File: config.mk
export PLATFORM = sky130hd
export DESIGN_NAME = hazard_ctrl_unit
export DESIGN_NICKNAME = d
export VERILOG_FILES = /design/src/rtl/hazard_pkg.sv /design/src/rtl/hazard_ctrl_unit_sat_counter.sv /design/src/rtl/hazard_ctrl_unit.sv
export SDC_FILE = /design/constraint.sdc
export NUM_CORES = 1
export LEC_CHECK = 0
export BUFFER_PORTS_ARGS = -buffer_cell sky130_fd_sc_hd__buf_2
export CAP_MARGIN = 25
export CORE_MARGIN = 3
export CORE_UTILIZATION = 50
export CTS_CLUSTER_SIZE = 10
export DETAILED_ROUTE_END_ITERATION = 10
export PLACE_DENSITY = 0.87
export SLEW_MARGIN = 5
export SYNTH_ARGS = -nofsm -noshare
export SYNTH_HDL_FRONTEND = slang
export SYNTH_SLANG_ARGS = --single-unit
File: constraint.sdc
create_clock -name clk -period 2.4 [get_ports clk]
set_input_delay 0.24 -clock clk [delete_from_list [all_inputs] [get_ports clk]]
set_output_delay 0.24 -clock clk [all_outputs]
set_load 0.05 [all_outputs]
File: src/rtl/hazard_pkg.sv
// Shared definitions for the pipeline hazard controller:
// FSM encoding, hazard classes and per-class stall lengths.
package hazard_pkg;

  typedef enum logic [1:0] {
    ST_RUN    = 2'd0,
    ST_HOLD   = 2'd1,
    ST_FREEZE = 2'd2
  } state_e;

  localparam logic [2:0] HZ_NONE = 3'd0;
  localparam logic [2:0] HZ_LU   = 3'd1;
  localparam logic [2:0] HZ_BALU = 3'd2;
  localparam logic [2:0] HZ_BLD  = 3'd3;
  localparam logic [2:0] HZ_BMEM = 3'd4;

  localparam int unsigned HOLD_CNT_W = 2;

  localparam logic [HOLD_CNT_W-1:0] STALL_LEN_LU   = 2'd1;
  localparam logic [HOLD_CNT_W-1:0] STALL_LEN_BALU = 2'd1;
  localparam logic [HOLD_CNT_W-1:0] STALL_LEN_BLD  = 2'd2;
  localparam logic [HOLD_CNT_W-1:0] STALL_LEN_BMEM = 2'd1;

endpackage

File: src/rtl/hazard_ctrl_unit_sat_counter.sv
// Saturating up-counter with synchronous reset and clear; never wraps.
module sat_counter #(
  parameter int W = 16
) (
  input  logic         clk,
  input  logic         rst,
  input  logic         clr,
  input  logic         inc,
  output logic [W-1:0] count
);

  logic [W-1:0] count_r;

  // count register: cleared by reset/clear, sticks at all-ones
  always_ff @(posedge clk) begin
    if (rst || clr) begin
      count_r <= {W{1'b0}};
    end else if (inc && (count_r != {W{1'b1}})) begin
      count_r <= count_r + {{(W-1){1'b0}}, 1'b1};
    end else begin
      count_r <= count_r;
    end
  end

  assign count = count_r;

endmodule

File: src/rtl/hazard_ctrl_unit.sv
// Hazard controller for the 5-stage pipeline: load-use / branch-operand stalls,
// memory-busy freeze, taken-branch IF/ID flush and a saturating stall counter.
module hazard_ctrl_unit
  import hazard_pkg::*;
#(
  parameter int REG_AW       = 3,
  parameter bit R0_HARDWIRED = 1'b1,
  parameter int STALL_CNT_W  = 16
) (
  input  logic                   clk,
  input  logic                   rst,
  input  logic [REG_AW-1:0]      id_rs,
  input  logic [REG_AW-1:0]      id_rt,
  input  logic                   id_use_rs,
  input  logic                   id_use_rt,
  input  logic                   id_branch,
  input  logic                   branch_taken,
  input  logic [REG_AW-1:0]      ex_rd,
  input  logic                   ex_regwrite,
  input  logic                   ex_memread,
  input  logic [REG_AW-1:0]      mem_rd,
  input  logic                   mem_memread,
  input  logic                   mem_busy,
  output logic                   pc_en,
  output logic                   if2id_en,
  output logic                   if2id_flush,
  output logic                   id2ex_bubble,
  output logic                   ex2mem_en,
  output logic                   mem2wb_en,
  output logic [STALL_CNT_W-1:0] stall_cycles
);

  state_e                state_r, state_s, ret_r, ret_s, eff_state_s;
  logic [HOLD_CNT_W-1:0] cnt_r, cnt_s, stall_len_s;
  logic                  ex_match_s, mem_match_s;
  logic [2:0]            hz_class_s;
  logic                  count_s;
  logic [5:0]            outs_s;

  localparam logic [5:0] OUT_NORMAL = 6'b110011;
  localparam logic [5:0] OUT_STALL  = 6'b000111;
  localparam logic [5:0] OUT_FREEZE = 6'b000000;
  localparam logic [5:0] OUT_FLUSH  = 6'b111011;

  function automatic logic reg_match(input logic use_x, input logic [REG_AW-1:0] x,
                                     input logic [REG_AW-1:0] r);
    reg_match = use_x && (x == r) && !(R0_HARDWIRED && (r == {REG_AW{1'b0}}));
  endfunction

  assign ex_match_s  = reg_match(id_use_rs, id_rs, ex_rd)  || reg_match(id_use_rt, id_rt, ex_rd);
  assign mem_match_s = reg_match(id_use_rs, id_rs, mem_rd) || reg_match(id_use_rt, id_rt, mem_rd);

  // hazard classification; a branch on a loaded value outranks plain load-use
  always_comb begin
    hz_class_s  = HZ_NONE;
    stall_len_s = {HOLD_CNT_W{1'b0}};
    if (id_branch && ex_memread && ex_match_s) begin
      hz_class_s  = HZ_BLD;
      stall_len_s = STALL_LEN_BLD;
    end else if (ex_memread && ex_match_s) begin
      hz_class_s  = HZ_LU;
      stall_len_s = STALL_LEN_LU;
    end else if (id_branch && ex_regwrite && ex_match_s) begin
      hz_class_s  = HZ_BALU;
      stall_len_s = STALL_LEN_BALU;
    end else if (id_branch && mem_memread && mem_match_s) begin
      hz_class_s  = HZ_BMEM;
      stall_len_s = STALL_LEN_BMEM;
    end else begin
      hz_class_s  = HZ_NONE;
      stall_len_s = {HOLD_CNT_W{1'b0}};
    end
  end

  // FREEZE behaves as its saved state once mem_busy drops, so a freeze lasts exactly as long as busy
  assign eff_state_s = (state_r == ST_FREEZE) ? ret_r : state_r;

  // next-state and pipeline-control outputs
  always_comb begin
    state_s = state_r;
    ret_s   = ret_r;
    cnt_s   = cnt_r;
    outs_s  = OUT_NORMAL;
    count_s = 1'b0;
    if (rst) begin
      state_s = ST_RUN;
      ret_s   = ST_RUN;
      cnt_s   = {HOLD_CNT_W{1'b0}};
    end else if (mem_busy) begin
      outs_s  = OUT_FREEZE;
      count_s = 1'b1;
      state_s = ST_FREEZE;
      ret_s   = eff_state_s;
    end else begin
      case (eff_state_s)
        ST_HOLD: begin
          outs_s  = OUT_STALL;
          count_s = 1'b1;
          cnt_s   = (cnt_r == {HOLD_CNT_W{1'b0}}) ? cnt_r : cnt_r - 2'd1;
          state_s = (cnt_s == {HOLD_CNT_W{1'b0}}) ? ST_RUN : ST_HOLD;
        end
        ST_RUN: begin
          state_s = ST_RUN;
          case (hz_class_s)
            HZ_LU, HZ_BALU, HZ_BLD, HZ_BMEM: begin
              outs_s  = OUT_STALL;
              count_s = 1'b1;
              if (stall_len_s > 2'd1) begin
                state_s = ST_HOLD;
                cnt_s   = stall_len_s - 2'd1;
              end else begin
                state_s = ST_RUN;
              end
            end
            HZ_NONE: begin
              if (id_branch && branch_taken) begin
                outs_s = OUT_FLUSH;
              end else begin
                outs_s = OUT_NORMAL;
              end
            end
            default: begin
              outs_s  = OUT_STALL;
              count_s = 1'b1;
            end
          endcase
        end
        default: begin
          state_s = ST_RUN;
          ret_s   = ST_RUN;
          cnt_s   = {HOLD_CNT_W{1'b0}};
        end
      endcase
    end
  end

  // FSM state, return state and pending hold count
  always_ff @(posedge clk) begin
    if (rst) begin
      state_r <= ST_RUN;
      ret_r   <= ST_RUN;
      cnt_r   <= {HOLD_CNT_W{1'b0}};
    end else begin
      state_r <= state_s;
      ret_r   <= ret_s;
      cnt_r   <= cnt_s;
    end
  end

  assign {pc_en, if2id_en, if2id_flush, id2ex_bubble, ex2mem_en, mem2wb_en} = outs_s;

  sat_counter #(.W(STALL_CNT_W)) u_stall_cnt (
    .clk   (clk),
    .rst   (rst),
    .clr   (1'b0),
    .inc   (count_s),
    .count (stall_cycles)
  );

endmodule

==> results.txt <==
Max VDD drop = 0.446 mV
Pwr dens = 444 nW/µm²
DR WL/cell = 14.4 µm
Synth warn = 0
Crit path time final = 2.13 ns
CTS max path bufs = 2
HP Class = primary input to flip-flop
CTS clk-pin slew, worst paths = 0.13 ns
Crit path kind = flip-flop to flip-flop
Synthesized instance count = 166
Drc violations = 0
Sequential fraction of the synthesis area = 31.9%
Die width = 58.5 µm
GR peak layer = met2
Clock skew = 0.0115 ns
Die Height = 58.5 µm
CP Data Required Time = 2.66 ns
Pleak = 0.639 nW
Period utilization = 88.8%
Initial detailed-routing violation count = 73
Actual slew at the worst max-slew pin = 0.802 ns
Number of global-route vias before repair = 1346
CTS hold repair buffers = 0
Inserted Clock Buffers = 3
Setup_tns = 0 ns
Worst Path Arrival = 2.39 ns
# resized after CTS = 0
Unique masters post-synth = 44
# Post-CTS Setup Buffers = 0
H-tree levels = 1
Share of post-route cells with drive strength above 1 = 27.5%
Total number of vias = 1430
Drt pass-1 iters = 4
Clk root buf = clkbuf_4
GR Layer Usage met2 = 34.9%
FMAX = 0.469 GHz
Global-route met1 utilization = 26.5%
Ys async rst share = 0%
Area grow syn2layout = 19.0%
Pre-CTS setup slack = 0.302 ns
# setup viols final = 0
Initial antenna violation count = 0
Hpwl dp = 2610 µm
Max transition margin = 46.1%
Initial Util = 54.2%
Global-route wire length before repair = 5690 µm
Post-synthesis register bit count = 22
RSZ-0062 raised after global routing = no
CP endpoint kind = flip-flop
Mapped Nets = 189
Global placer's final weighted congestion = 0.852
TritonCTS clock tree = done
Remaining Overflow, GRT = 0
Clk_lat worst skew = 0.31 ns
Setup WS post-layout = 0.269 ns
Routed Antenna Nets = 0
Status = finished, final reports clean
Ys flop type = dfxtp_1
IO Count = 44
GRT Total Usage = 20.7%
FP Rows = 18
Startpoint Class = flip-flop
Max-cap violations = 0
Antenna Cells = 0
Largest net degree at the start of global routing = 20
Final layout net count = 231
Max-slew violation count = 0
Routing usage on met3 = 3.95%
Total core area = 2540 µm²
Synth top area share = 31.9%
Max FO, Critical Path = 14
Number of enable flip-flop cells after synthesis = 0
Final wirelength = 3420 µm
Syn_area_per_cell = 8.31 µm²
Drt via density = 6.03
Mapped cell area = 1380 µm²
Post-synth top area cell = dfxtp_1
Clock Sinks = 22
Final Hold Viols = 0
IO Port Bufs = 43
Largest cells by area after synthesis = dfxtp_1 (32%), xnor2_1 (7.6%), a21oi_1 (5.1%)
Die area = 3430 µm²
==> per-stage QoR <==
stage,total power [mW],instances,util (%),hold WS (ns),instance area (µm²)
global placement,0.525,233,63.1,0.461,1610
CTS,0.733,237,64.6,0.253,1640
floorplan,0.484,166,-,0.423,1380
finish,0.729,237,64.6,0.259,1640
global route,0.752,237,64.6,0.281,1640
detailed placement,0.530,233,63.1,0.476,1610
==> final cells by class <==
class,count,area [µm²]
repair buffers,47,245
fillers,212,902
multi-input cells,131,872
flip-flops and latches,22,440
well taps,30,37.5
inverters,3,11.3
clock buffers,4,36.3
==> per-layer routing <==
layer | wire [µm] | vias up
li1 | - | 717
met1 | 1470 | 671
met2 | 1780 | 38
met3 | 156 | 4
met4 | 25 | 0
met5 | 0 | -
==> sequential cells by signal, indices dropped and copies added (netlist names) <==
| signal | cells |
|---|---|
| cnt_r | 2 |
| state_r | 2 |
| u_stall_cnt.count | 16 |
| ret_r | 2 |
==> power breakdown <==
group | internal [mW] | switching, mW
clock | 0.0927 | 0.113
combinational | 0.0534 | 0.0963
sequential | 0.369 | 0.00461
==> critical path, cell delays in order, from the launching register on <==
cell	delay, ns
dfxtp_1	0.38
ha_1	0.23
nand2_1	0.18
nor3_1	0.10
a21o_1	0.32
or3_1	0.42
or3_1	0.31
a21oi_1	0.14
==> cells in the final DEF (no fill, tap or decap), types with 5 or more instances in the layout <==
cell and count:
dfxtp_1 22, nand4_1 7, o21ai_0 6, or4_1 7, nor2_1 7, or3_1 7, o31ai_1 5, nand3_1 5
buf_2 43, xnor2_1 12, a21oi_1 14, nand2_1 16
==> Yosys cell counts, drive strengths merged, types with 3 or more instances <==
master / number
nor2b: 4
and4: 4
nand2: 16
buf: 8
o21ai: 8
nor4: 4
nand3: 5
a21o: 3
nor2: 7
xnor2: 12
or3: 7
nand4: 7
dfxtp: 22
nor3: 4
o31ai: 5
or4: 7
a21oi: 15
o311ai: 6
==> kinds of logic after synthesis <==
family | synth area share (%)
xor gates and xnor gates | 7.62
and+or+nand+nor | 30.0
DFF | 31.9
buffers and inverters | 4.90
muxes | 1.63
adders and majority gates | 0.906
AOI/OAI and AO/OA | 23.0
==> final timing paths <==
kind / startpoint / end / slack, ns / cells past startpoint
worst max-delay path: u_stall_cnt.count[0] / u_stall_cnt.count[13] / 0.27 / 7
worst min-delay path: ex_memread / state_r[0] / 0.26 / 3
worst max register to register: u_stall_cnt.count[0] / u_stall_cnt.count[13] / 0.27 / 7
worst min register to register: cnt_r[1] / cnt_r[1] / 0.49 / 2
Power figures use the tool's default switching activity.
